`src/rtl/dbus_arbiter.sv`:
```
// dbus_arbiter: shares the core data bus between the MEM-stage load/store
// unit (port 0) and the CSR/MMU page-table walker (port 1).
// A winner is picked combinationally in IDLE (zero-latency grant) and then
// held until dresp_data_ok. The response is routed only to the owner.
// A hang watchdog, requester protocol checking and saturating per-port
// grant counters are also provided.
module dbus_arbiter #(
    parameter int RR_MODE = 0,     // 0: fixed priority (PTW wins), 1: round-robin
    parameter int TIMEOUT = 1024,  // cycles in BUSY before err, 0 disables
    parameter int CNT_W   = 32     // grant counter width
) (
    input  logic                 clk,
    input  logic                 reset,
    input  logic [1:0]           req_valid,
    input  logic [1:0][63:0]     req_addr,
    input  logic [1:0][2:0]      req_size,
    input  logic [1:0][7:0]      req_strobe,
    input  logic [1:0][63:0]     req_data,
    output logic [1:0]           rsp_data_ok,
    output logic [63:0]          rsp_data,
    output logic                 dreq_valid,
    output logic [63:0]          dreq_addr,
    output logic [2:0]           dreq_size,
    output logic [7:0]           dreq_strobe,
    output logic [63:0]          dreq_data,
    input  logic                 dresp_data_ok,
    input  logic [63:0]          dresp_data,
    output logic [1:0]           owner,
    output logic                 err,
    output logic [CNT_W-1:0]     gnt_cnt0,
    output logic [CNT_W-1:0]     gnt_cnt1
);

    typedef enum logic [1:0] {
        ST_IDLE  = 2'd0,
        ST_BUSY0 = 2'd1,
        ST_BUSY1 = 2'd2
    } state_t;

    // Watchdog compare value: the counter holds (BUSY cycles - 1), so err is
    // raised on the edge that ends the TIMEOUT-th BUSY cycle.
    localparam logic [31:0] WD_LAST = (TIMEOUT > 0) ? 32'(TIMEOUT - 1) : 32'd0;
    localparam logic        WD_EN   = (TIMEOUT > 0);
    localparam logic        RR_EN   = (RR_MODE != 0);

    // Saturating increment for the grant counters.
    function automatic logic [CNT_W-1:0] sat_inc(input logic [CNT_W-1:0] v);
        if (v == {CNT_W{1'b1}}) begin
            sat_inc = v;
        end else begin
            sat_inc = v + {{(CNT_W-1){1'b0}}, 1'b1};
        end
    endfunction

    // Saturating increment for the watchdog counter.
    function automatic logic [31:0] wd_inc(input logic [31:0] v);
        if (v == 32'hFFFF_FFFF) begin
            wd_inc = v;
        end else begin
            wd_inc = v + 32'd1;
        end
    endfunction

    state_t           state_r;
    logic             last_r;       // index of the port served most recently
    logic             err_r;
    logic [31:0]      wd_cnt_r;
    logic [CNT_W-1:0] gnt_cnt0_r;
    logic [CNT_W-1:0] gnt_cnt1_r;

    logic             win_s;        // arbitration winner while IDLE
    logic             active_s;     // a port currently owns the bus
    logic             sel_s;        // index of the owning port
    logic             complete_s;   // owner's transaction finishes this cycle
    logic             violation_s;  // owner dropped req_valid before data_ok
    logic             wd_hit_s;     // watchdog reaches its limit this cycle
    logic [1:0]       owner_s;

    // Arbitration: fixed priority favours the PTW, round-robin alternates on a tie.
    always_comb begin
        win_s = 1'b0;
        if (RR_EN) begin
            case (req_valid)
                2'b01:   win_s = 1'b0;
                2'b10:   win_s = 1'b1;
                2'b11:   win_s = ~last_r;
                default: win_s = 1'b0;
            endcase
        end else begin
            win_s = req_valid[1];
        end
    end

    // Ownership: a fresh grant in IDLE, otherwise the port held by the BUSY state.
    always_comb begin
        active_s = 1'b0;
        sel_s    = 1'b0;
        if (reset) begin
            active_s = 1'b0;
            sel_s    = 1'b0;
        end else begin
            case (state_r)
                ST_IDLE: begin
                    active_s = |req_valid;
                    sel_s    = win_s;
                end
                ST_BUSY0: begin
                    active_s = 1'b1;
                    sel_s    = 1'b0;
                end
                ST_BUSY1: begin
                    active_s = 1'b1;
                    sel_s    = 1'b1;
                end
                default: begin
                    active_s = 1'b0;
                    sel_s    = 1'b0;
                end
            endcase
        end
    end

    // Owner vector and event qualifiers derived from the current ownership.
    always_comb begin
        owner_s     = 2'b00;
        complete_s  = 1'b0;
        violation_s = 1'b0;
        wd_hit_s    = 1'b0;
        if (active_s) begin
            owner_s    = sel_s ? 2'b10 : 2'b01;
            complete_s = dresp_data_ok;
        end else begin
            owner_s    = 2'b00;
            complete_s = 1'b0;
        end
        if (state_r == ST_BUSY0) begin
            violation_s = ~req_valid[0];
            wd_hit_s    = WD_EN && (wd_cnt_r == WD_LAST);
        end else if (state_r == ST_BUSY1) begin
            violation_s = ~req_valid[1];
            wd_hit_s    = WD_EN && (wd_cnt_r == WD_LAST);
        end else begin
            violation_s = 1'b0;
            wd_hit_s    = 1'b0;
        end
    end

    // Downstream request mux: mirrors the owner's live inputs, zero when idle.
    // dreq_valid follows ownership rather than req_valid so that a requester
    // dropping its request cannot withdraw a request already sent downstream.
    always_comb begin
        dreq_valid  = 1'b0;
        dreq_addr   = 64'd0;
        dreq_size   = 3'd0;
        dreq_strobe = 8'd0;
        dreq_data   = 64'd0;
        if (active_s) begin
            dreq_valid  = 1'b1;
            dreq_addr   = req_addr[sel_s];
            dreq_size   = req_size[sel_s];
            dreq_strobe = req_strobe[sel_s];
            dreq_data   = req_data[sel_s];
        end else begin
            dreq_valid  = 1'b0;
        end
    end

    // Arbiter state, watchdog, sticky error and grant counters.
    always_ff @(posedge clk) begin
        if (reset) begin
            state_r    <= ST_IDLE;
            last_r     <= 1'b1;
            err_r      <= 1'b0;
            wd_cnt_r   <= 32'd0;
            gnt_cnt0_r <= {CNT_W{1'b0}};
            gnt_cnt1_r <= {CNT_W{1'b0}};
        end else begin
            case (state_r)
                ST_IDLE: begin
                    if (active_s && !dresp_data_ok) begin
                        state_r <= sel_s ? ST_BUSY1 : ST_BUSY0;
                    end else begin
                        state_r <= ST_IDLE;
                    end
                end
                ST_BUSY0, ST_BUSY1: begin
                    if (dresp_data_ok) begin
                        state_r <= ST_IDLE;
                    end else begin
                        state_r <= state_r;
                    end
                end
                default: begin
                    state_r <= ST_IDLE;
                end
            endcase

            // Counting completions, not ownership cycles.
            if (complete_s) begin
                last_r <= sel_s;
                if (sel_s) begin
                    gnt_cnt1_r <= sat_inc(gnt_cnt1_r);
                end else begin
                    gnt_cnt0_r <= sat_inc(gnt_cnt0_r);
                end
            end else begin
                last_r <= last_r;
            end

            // Watchdog restarts with every grant issued from IDLE.
            if (state_r == ST_IDLE) begin
                wd_cnt_r <= 32'd0;
            end else begin
                wd_cnt_r <= wd_inc(wd_cnt_r);
            end

            if (wd_hit_s || violation_s) begin
                err_r <= 1'b1;
            end else begin
                err_r <= err_r;
            end
        end
    end

    assign owner       = owner_s;
    assign rsp_data    = dresp_data;
    assign rsp_data_ok = {2{dresp_data_ok}} & owner_s;
    assign err         = err_r;
    assign gnt_cnt0    = gnt_cnt0_r;
    assign gnt_cnt1    = gnt_cnt1_r;

endmodule

```
`config.mk`:
```
export PLATFORM = sky130hd
export DESIGN_NAME = dbus_arbiter
export DESIGN_NICKNAME = d
export VERILOG_FILES = /design/src/rtl/dbus_arbiter.sv
export SDC_FILE = /design/constraint.sdc
export NUM_CORES = 1
export LEC_CHECK = 0
export ABC_CLOCK_PERIOD_IN_PS = 8100
export CAP_MARGIN = 20
export CORE_AREA = 2 2 243 245
export DETAILED_ROUTE_END_ITERATION = 8
export DIE_AREA = 0 0 245 247
export GPL_TIMING_DRIVEN = 1
export SYNTH_ARGS = -nofsm -noshare
export SYNTH_HDL_FRONTEND = slang
export SYNTH_SLANG_ARGS = --single-unit
```
`constraint.sdc`:
```
create_clock -name clk -period 8.1 [get_ports clk]
set_clock_uncertainty 0.15 [all_clocks]
set_input_delay 1.215 -clock clk [delete_from_list [all_inputs] [get_ports clk]]
set_output_delay 1.215 -clock clk [all_outputs]
set_load 0.02 [all_outputs]
```
# Word-level counts from Yosys, hierarchy flattened
# Cells that the tools add are included.
# W data, S select, Z words.
[totals]
ff_bits = 99
input_bits = 347
out_inout_bits = 273
elab_cells = 58
[op_classes]
n_addsub = 3
order_cmp = 1
n_eq_ne = 7
mux = 27
bitwise_logic = 6
reduce_logical = 9
[ops]
columns = ["cell", "n"]
rows = [
  ["$mux W64", 6],
  ["$add A32 B1 Y32 const B", 3],
  ["$eq A32 B32 Y1 const B", 3],
  ["$eq A32 B10 Y1 const B", 1],
  ["$mux W8", 3],
  ["$mux W3", 3],
  ["$mux W1", 8],
  ["$mux W2", 4],
  ["$reduce_and A3 Y1", 2],
  ["$reduce_or A2 Y1", 3],
  ["$not A1 Y1", 5],
  ["$pmux W1 S2", 2],
  ["$pmux W2 S2", 1],
  ["$and A2 B2 Y2", 1],
  ["$eq A2 B1 Y1 const B", 1],
  ["$eq A2 B2 Y1 const B", 1],
  ["$logic_not A2 Y1", 1],
  ["$lt A1 B2 Y1 const B", 1],
  ["$ne A2 B1 Y1 const B", 1],
  ["$logic_and A1 B1 Y1", 1],
  ["$logic_not A1 Y1", 1],
  ["$logic_or A1 B1 Y1", 1],
]

# Longest topological paths before layout
# Gate-level depths: netlist of the first run.
[depth]
depth_word = 7
depth_mapped = 11
ltp_nobuf = 8

# Worst setup path after synthesis of the first run
# Ideal clock, no wire load.
[synth_path]
kind = "in2out"
from = "in req_valid[0]"
to = "out dreq_addr[0]"
arrival_time_ns = 2.443
t_required_ns = 6.735
slack_ns = 4.292
stages = 5
n_path_buf = 2
cell_sequence = "o21a_1 o21ai_1 clkbuf_1 clkbuf_1 a21oi_1"
[synth_between]
elab_chain_cells = 4
[synth_lines]
columns = ["element", "line_no", "source"]
rows = [
  ["from (decl)", "14", "input logic [1:0] req_valid,"],
  ["$reduce_or A2 Y1", "104", "active_s = |req_valid;"],
  ["$pmux W1 S2", "102", "case (state_r)"],
  ["$mux W1", "98", "if (reset) begin"],
  ["$mux W64", "157", "if (active_s) begin"],
  ["to (decl)", "22", "output logic [63:0] dreq_addr,"],
]
# No other way between the ends.

# Worst setup path after layout of the first run
[layout_path]
from = "in req_valid[1]"
to = "out dreq_addr[27]"
[layout_between]
elab_chain_cells = 5
elab_cells_between_ends = 8
classes_between = "mux (7); reduce/logical (1)"
[layout_lines]
columns = ["element", "line_no", "source"]
rows = [
  ["$pmux W1 S2", "102", ""],
  ["$mux W1", "98", ""],
  ["$mux W64 (implied by the code) (2 in a row)", "159", "dreq_addr = req_addr[sel_s];"],
  ["$mux W64 (*)", "157", ""],
]
# Every way passes the cells marked *; elsewhere a longest branch is shown, timed or not. The select of a mux whose other input is x is not followed.

==> results of run 1 <==
==> worst min-delay path by stage <==
stage / to / depth (start not counted) / startpoint
global route: err / 2 / err
CTS: err / 2 / err
detailed placement: err / 2 / err
global placement: err / 2 / err
finish: err / 2 / err
floorplan: wd_cnt_r[1] / 2 / wd_cnt_r[1]
==> final cells by class <==
cell class | instances | area share [%]
well taps | 773 | 7.37
clock inverters | 7 | 0.629
flip-flops and latches | 99 | 15.1
multi-input cells | 918 | 36.3
clock buffers | 9 | 1.72
inverters | 13 | 0.372
diodes | 7 | 0.133
repair buffers | 502 | 38.3
==> synthesized netlist by cell type, types with 4 or more instances <==
cell | count | share of area (%)
inv_1 | 13 | 0.65
o41ai_1 | 8 | 0.93
nor2b_1 | 4 | 0.33
o311ai_0 | 5 | 0.58
nand2_1 | 321 | 16
nand3_1 | 36 | 2.4
and3_1 | 12 | 0.99
or2_2 | 4 | 0.33
nor4_1 | 21 | 1.7
o21ai_0 | 40 | 2.6
nand4b_1 | 4 | 0.46
and2_1 | 4 | 0.33
nor3_1 | 12 | 0.79
buf_4 | 66 | 6.5
nand4_1 | 43 | 3.6
dfxtp_1 | 99 | 26
o21a_1 | 4 | 0.40
xnor2_1 | 16 | 1.9
or4_1 | 19 | 1.9
a31oi_1 | 6 | 0.50
and4_1 | 9 | 1.0
a2111oi_0 | 4 | 0.46
or3_1 | 38 | 3.1
o31ai_1 | 16 | 1.6
a21oi_1 | 204 | 13
ha_1 | 7 | 1.2
nor2_1 | 49 | 2.4
clkbuf_1 | 68 | 3.4
==> cells by family after synthesis <==
logic type                 synth area share [%]
xor gates and xnor gates                   2.20
adders and majority gates                  1.16
buffers and inverters                      11.1
DFF                                        26.2
and+or+nand+nor                            35.9
AOI/OAI and AO/OA                          22.9
muxes                                     0.579
==> metal layers <==
layer	track usage (%)	vias up	wire (µm)
met5	0.327	-	39
met4	6.65	4	1960
met3	7.42	62	5730
met2	21.2	449	20600
met1	14.9	4620	16200
li1	-	4843	-
==> metrics by stage <==
step	total power, W	worst slack, ns	utilization (%)	std cells
global placement	0.00101	2.71	21.9	2302
global route	0.00153	2.44	22.5	2324
detailed placement	0.00101	2.64	21.9	2302
floorplan	0.000751	4.29	-	1171
CTS	0.00148	2.63	22.4	2318
finish	0.00146	2.61	22.5	2328
==> where the power goes <==
group,internal (W),switching [W],leakage [nW]
clock network,0.000245,0.000212,0.150
logic,0.000254,0.000256,3.29
registers,0.000488,0.00000149,0.797
total,0.000987,0.000469,4.23
==> tightest hold or removal path: cells and delay by family (launching register included) <==
| kind | cells | cell delay [ns] |
|---|---|---|
| DFF | 1 | 0.33 |
| and+or+nand+nor | 2 | 0.12 |
==> registers in the layout (all words and copies together) (netlist names) <==
name / cells
wd_cnt_r: 32
state_r: 2
err: 1
gnt_cnt1: 32
gnt_cnt0: 32
==> flow_summary.toml, run 1 <==
[run_status]
status = "finished clean"

[synth]
ys_ff_latch = 99
synth.distinct_cells = 52
synthesis.nets = 1525
syn_area_um2 = 7560
synth_ff_type = "dfxtp_1"
synth_area_per_cell_um2 = 6.46
ys_seq_area_share_pct = 26.2
yosys_warnings = 0
syn_inst = 1171
synth-async-reset-ratio_pct = 0
synth-edff-count = 0

[grt]
grt_pass1_wl_um = 60600
grt_use_total_pct = 13.6
grt_overflow = 0
antenna_found_initial = 12
grt_pass1_vias = 9285
grt_max_degree = 143

[timing]
drv_slew = 0
slew_headroom_pct = 40.0
hold_slack_ns = 0.334
tns_ns = 0
fmax_ghz = 0.182
final-setup-viol-count = 0
rsz0062_at_grt = "false"
hold_viol = 0
finalCritPeriodShare_pct = 67.7
worst_pin_slew_ns = 0.900
period_minus_slack_ns = 5.49

[worst_setup_path]
critPathLaunch = "req_valid[1]"
cp.depth = 6
slowest_stage = "a21o_4"
cp-endpoint = "dreq_addr[27]"
critPathTopFamily = "buffers and inverters"
required_ns = 6.73
path_class = "in2out"
slowest_delay_ns = 0.68
critPathMaxFanout = 80
worstReg2RegStart = "state_r[0]"
rrSetupSlack_ns = 4.21
start_kind = "primary input"
critPathArrivalTime_ns = 4.12
crit_path_cell_trace = "clkdlybuf4s50_1 -> a21o_4 -> buf_4 -> nand2_1 -> a21oi_1 -> clkdlybuf4s50_1"
critPathBufInv = 3
crit_path_end_kind = "output pin"
reg2reg_to = "gnt_cnt1[28]"
r2r_cells = 7
crit_path_frequent_cell = "clkdlybuf4s50_1"

[placement]
gp_congestion = 0.937
dpl.hpwl_um = 36500
numPortBuffers = 491
dpl_cell_area_um2 = 12800

[cells_and_area]
multi_input_area_um2 = 4770
final-seq-area_um2 = 1980
area_growth_pct = 73.6
n_fill_cell = 6432
layout.cells.most_common = "clkdlybuf4s50_1"
fin_nets = 1897
final_cell_mix = "490 x clkdlybuf4s50_1, 321 x nand2_1, 204 x a21oi_1, 99 x dfxtp_1, 49 x nor2_1"
final_area_um2 = 13100
drive_gt1_share_pct = 2.71

[pwr]
power_density_nw_per_um2 = 111
max-vdd-ir-drop_v = 0.0000889
p_leak_nw = 4.23

[drt]
routed-via-count = 9978
avgRoutedWirePerCell_um = 19.1
viasPerCell = 4.29
dr.first_iter.drc_count = 675
first_pass_iters = 5
drt_wl_total_um = 44500
ant_nets = 0
drc = 0

[cts]
cts_tree = "yes"
cts_buffer_depth = 2
root_buffer = "clkbuf_16"
cts_sinks = 99
clk_latency_ns = 0.36
cts.htree.levels = 3
path_clk_slew_ns = 0.07
cts_buffers = 9
postCtsSetupRepairBufs = 0
cts_resized = 0
postCtsHoldBufs = 0

[floorplan]
rows = 89
die-area_um2 = 60500
dieHeight_um = 247
start_util_pct = 13.0
die_w_um = 245
fp.coreArea_um2 = 58200
pin_count = 620

[job]
maxCapViolCount = 0

[min_path]
hold_class = "reg2reg"
Note: power is estimated with default switching activity, not from simulation.
==> inputs of run 2 (changes only) <==
--- a/config.mk
+++ b/config.mk
@@ -5,11 +5,11 @@
 export SDC_FILE = /design/constraint.sdc
 export NUM_CORES = 1
 export LEC_CHECK = 0
-export ABC_CLOCK_PERIOD_IN_PS = 8100
+export ABC_CLOCK_PERIOD_IN_PS = 4910
 export CAP_MARGIN = 20
-export CORE_AREA = 2 2 243 245
+export CORE_AREA = 2 2 244 246
 export DETAILED_ROUTE_END_ITERATION = 8
-export DIE_AREA = 0 0 245 247
+export DIE_AREA = 0 0 246 248
 export GPL_TIMING_DRIVEN = 1
 export SYNTH_ARGS = -nofsm -noshare
 export SYNTH_HDL_FRONTEND = slang
==> constraint.sdc (replaced) <==
create_clock -name clk -period 4.91 [get_ports clk]
set_clock_uncertainty 0.15 [all_clocks]
set_input_delay 0.7365 -clock clk [delete_from_list [all_inputs] [get_ports clk]]
set_output_delay 0.7365 -clock clk [all_outputs]
set_load 0.02 [all_outputs]
==> run 2 against run 1 <==
  * Register-to-register slack got worse by 2.9 ns
  * Power rose by 66%
  * Clock power rose by 65%
  * Die area rose by 0.81%
  * Largest power group unchanged
==> flow_summary.toml, run 2 (synthesized netlist as in run 1, its figures left out) <==
[floorplan]
start_util_pct = 12.9
fp.coreArea_um2 = 58500
die-area_um2 = 61000
dieHeight_um = 248
die_w_um = 246
rows = 89
pin_count = 620

[timing]
drv_slew = 0
worst_pin_slew_ns = 0.908
period_minus_slack_ns = 4.14
final-setup-viol-count = 0
hold_viol = 0
rsz0062_at_grt = "false"
fmax_ghz = 0.242
setup_slack_ns = 0.771
hold_slack_ns = 0.342
finalCritPeriodShare_pct = 84.3
tns_ns = 0
slew_headroom_pct = 38.9

[cells_and_area]
drive_gt1_share_pct = 3.22
n_fill_cell = 6498
final-seq-area_um2 = 1980
final_cell_mix = "489 x clkdlybuf4s50_1, 321 x nand2_1, 204 x a21oi_1, 99 x dfxtp_1, 49 x nor2_1"
area_growth_pct = 74.4
final_area_um2 = 13200
multi_input_area_um2 = 4770
fin_nets = 1904
layout.cells.most_common = "clkdlybuf4s50_1"
final_cells = 2332

[pwr]
power_density_nw_per_um2 = 183
p_leak_nw = 4.28
max-vdd-ir-drop_v = 0.000145

[drt]
dr.first_iter.drc_count = 597
routed-via-count = 10136
ant_nets = 0
drc = 0
avgRoutedWirePerCell_um = 18.9
drt_wl_total_um = 44100
first_pass_iters = 5
viasPerCell = 4.35

[placement]
place_ws_ns = 0.714
dpl_cell_area_um2 = 12800
numPortBuffers = 491
dp.cells = 2311
dpl.hpwl_um = 35800
gp_congestion = 0.945

[worst_setup_path]
start_kind = "primary input"
slowest_stage = "clkdlybuf4s50_1"
required_ns = 4.02
critPathArrivalTime_ns = 3.25
crit_path_cell_trace = "clkdlybuf4s50_1 -> a21o_4 -> buf_12 -> nand2_1 -> a21oi_1 -> clkdlybuf4s50_1"
crit_path_frequent_cell = "clkdlybuf4s50_1"
rrSetupSlack_ns = 1.35
critPathMaxFanout = 61
critPathTopFamily = "buffers and inverters"
critPathBufInv = 3
crit_path_end_kind = "output pin"
path_class = "in2out"
slowest_delay_ns = 0.67

[cts]
cts.htree.levels = 3
cts_resized = 0
cts_buffer_depth = 2
path_clk_slew_ns = 0.08
postCtsSetupRepairBufs = 0
root_buffer = "clkbuf_16"
cts_tree = "yes"
cts_sinks = 99
clk_latency_ns = 0.36
postCtsHoldBufs = 0
cts_buffers = 9

[grt]
antenna_found_initial = 9
grt_overflow = 0
grt_pass1_wl_um = 60100
grt_use_total_pct = 13.2
grt_max_degree = 79
grt_pass1_vias = 9345

[run_status]
status = "finished clean"

[job]
maxCapViolCount = 0

[min_path]
hold_class = "reg2reg"
run 2: final cells by class:
type                       instances  share of cell area [%]
antenna                            4                  0.0759
clock buffer                       9                    1.71
clock inverter                     7                   0.673
inverter                          13                   0.370
multi-input combinational        918                    36.2
sequential                        99                    15.0
tap                              773                    7.33
timing repair buffer             509                    38.7
run 2: final timing paths:
| check | from | end | depth (start not counted) |
|---|---|---|---|
| max | req_valid[1] | dreq_addr[17] | 6 |
| min | wd_cnt_r[1] | wd_cnt_r[1] | 2 |
| max reg2reg | state_r[0] | gnt_cnt1[26] | 7 |
| min reg2reg | wd_cnt_r[1] | wd_cnt_r[1] | 2 |
run 2: where the power goes:
part / switching, W / leakage, nW / internal (W)
combinational: 0.000430 / 3.33 / 0.000427
sequential: 0.00000255 / 0.797 / 0.000804
clock: 0.000384 / 0.153 / 0.000370
total: 0.000816 / 4.28 / 0.00160
run 2: worst min-delay path, cell delays in order (launching register included):
cell,delay (ns)
dfxtp_1,0.34
nand2_1,0.06
a21oi_1,0.05
run 2: layer usage:
layer	vias up	GRT usage (%)	part of all wire [%]
li1	4865	-	-
met1	4758	15.9	40
met2	469	21.1	48
met3	42	4.86	9.4
met4	2	5.37	3.0
met5	-	0	0.029
run 2: through the flow:
step | power (W) | utilization, %
global placement | 0.00169 | 22.0
finish | 0.00242 | 22.6
CTS | 0.00246 | 22.5
floorplan | 0.00124 | -
global route | 0.00254 | 22.6
detailed placement | 0.00169 | 22.0
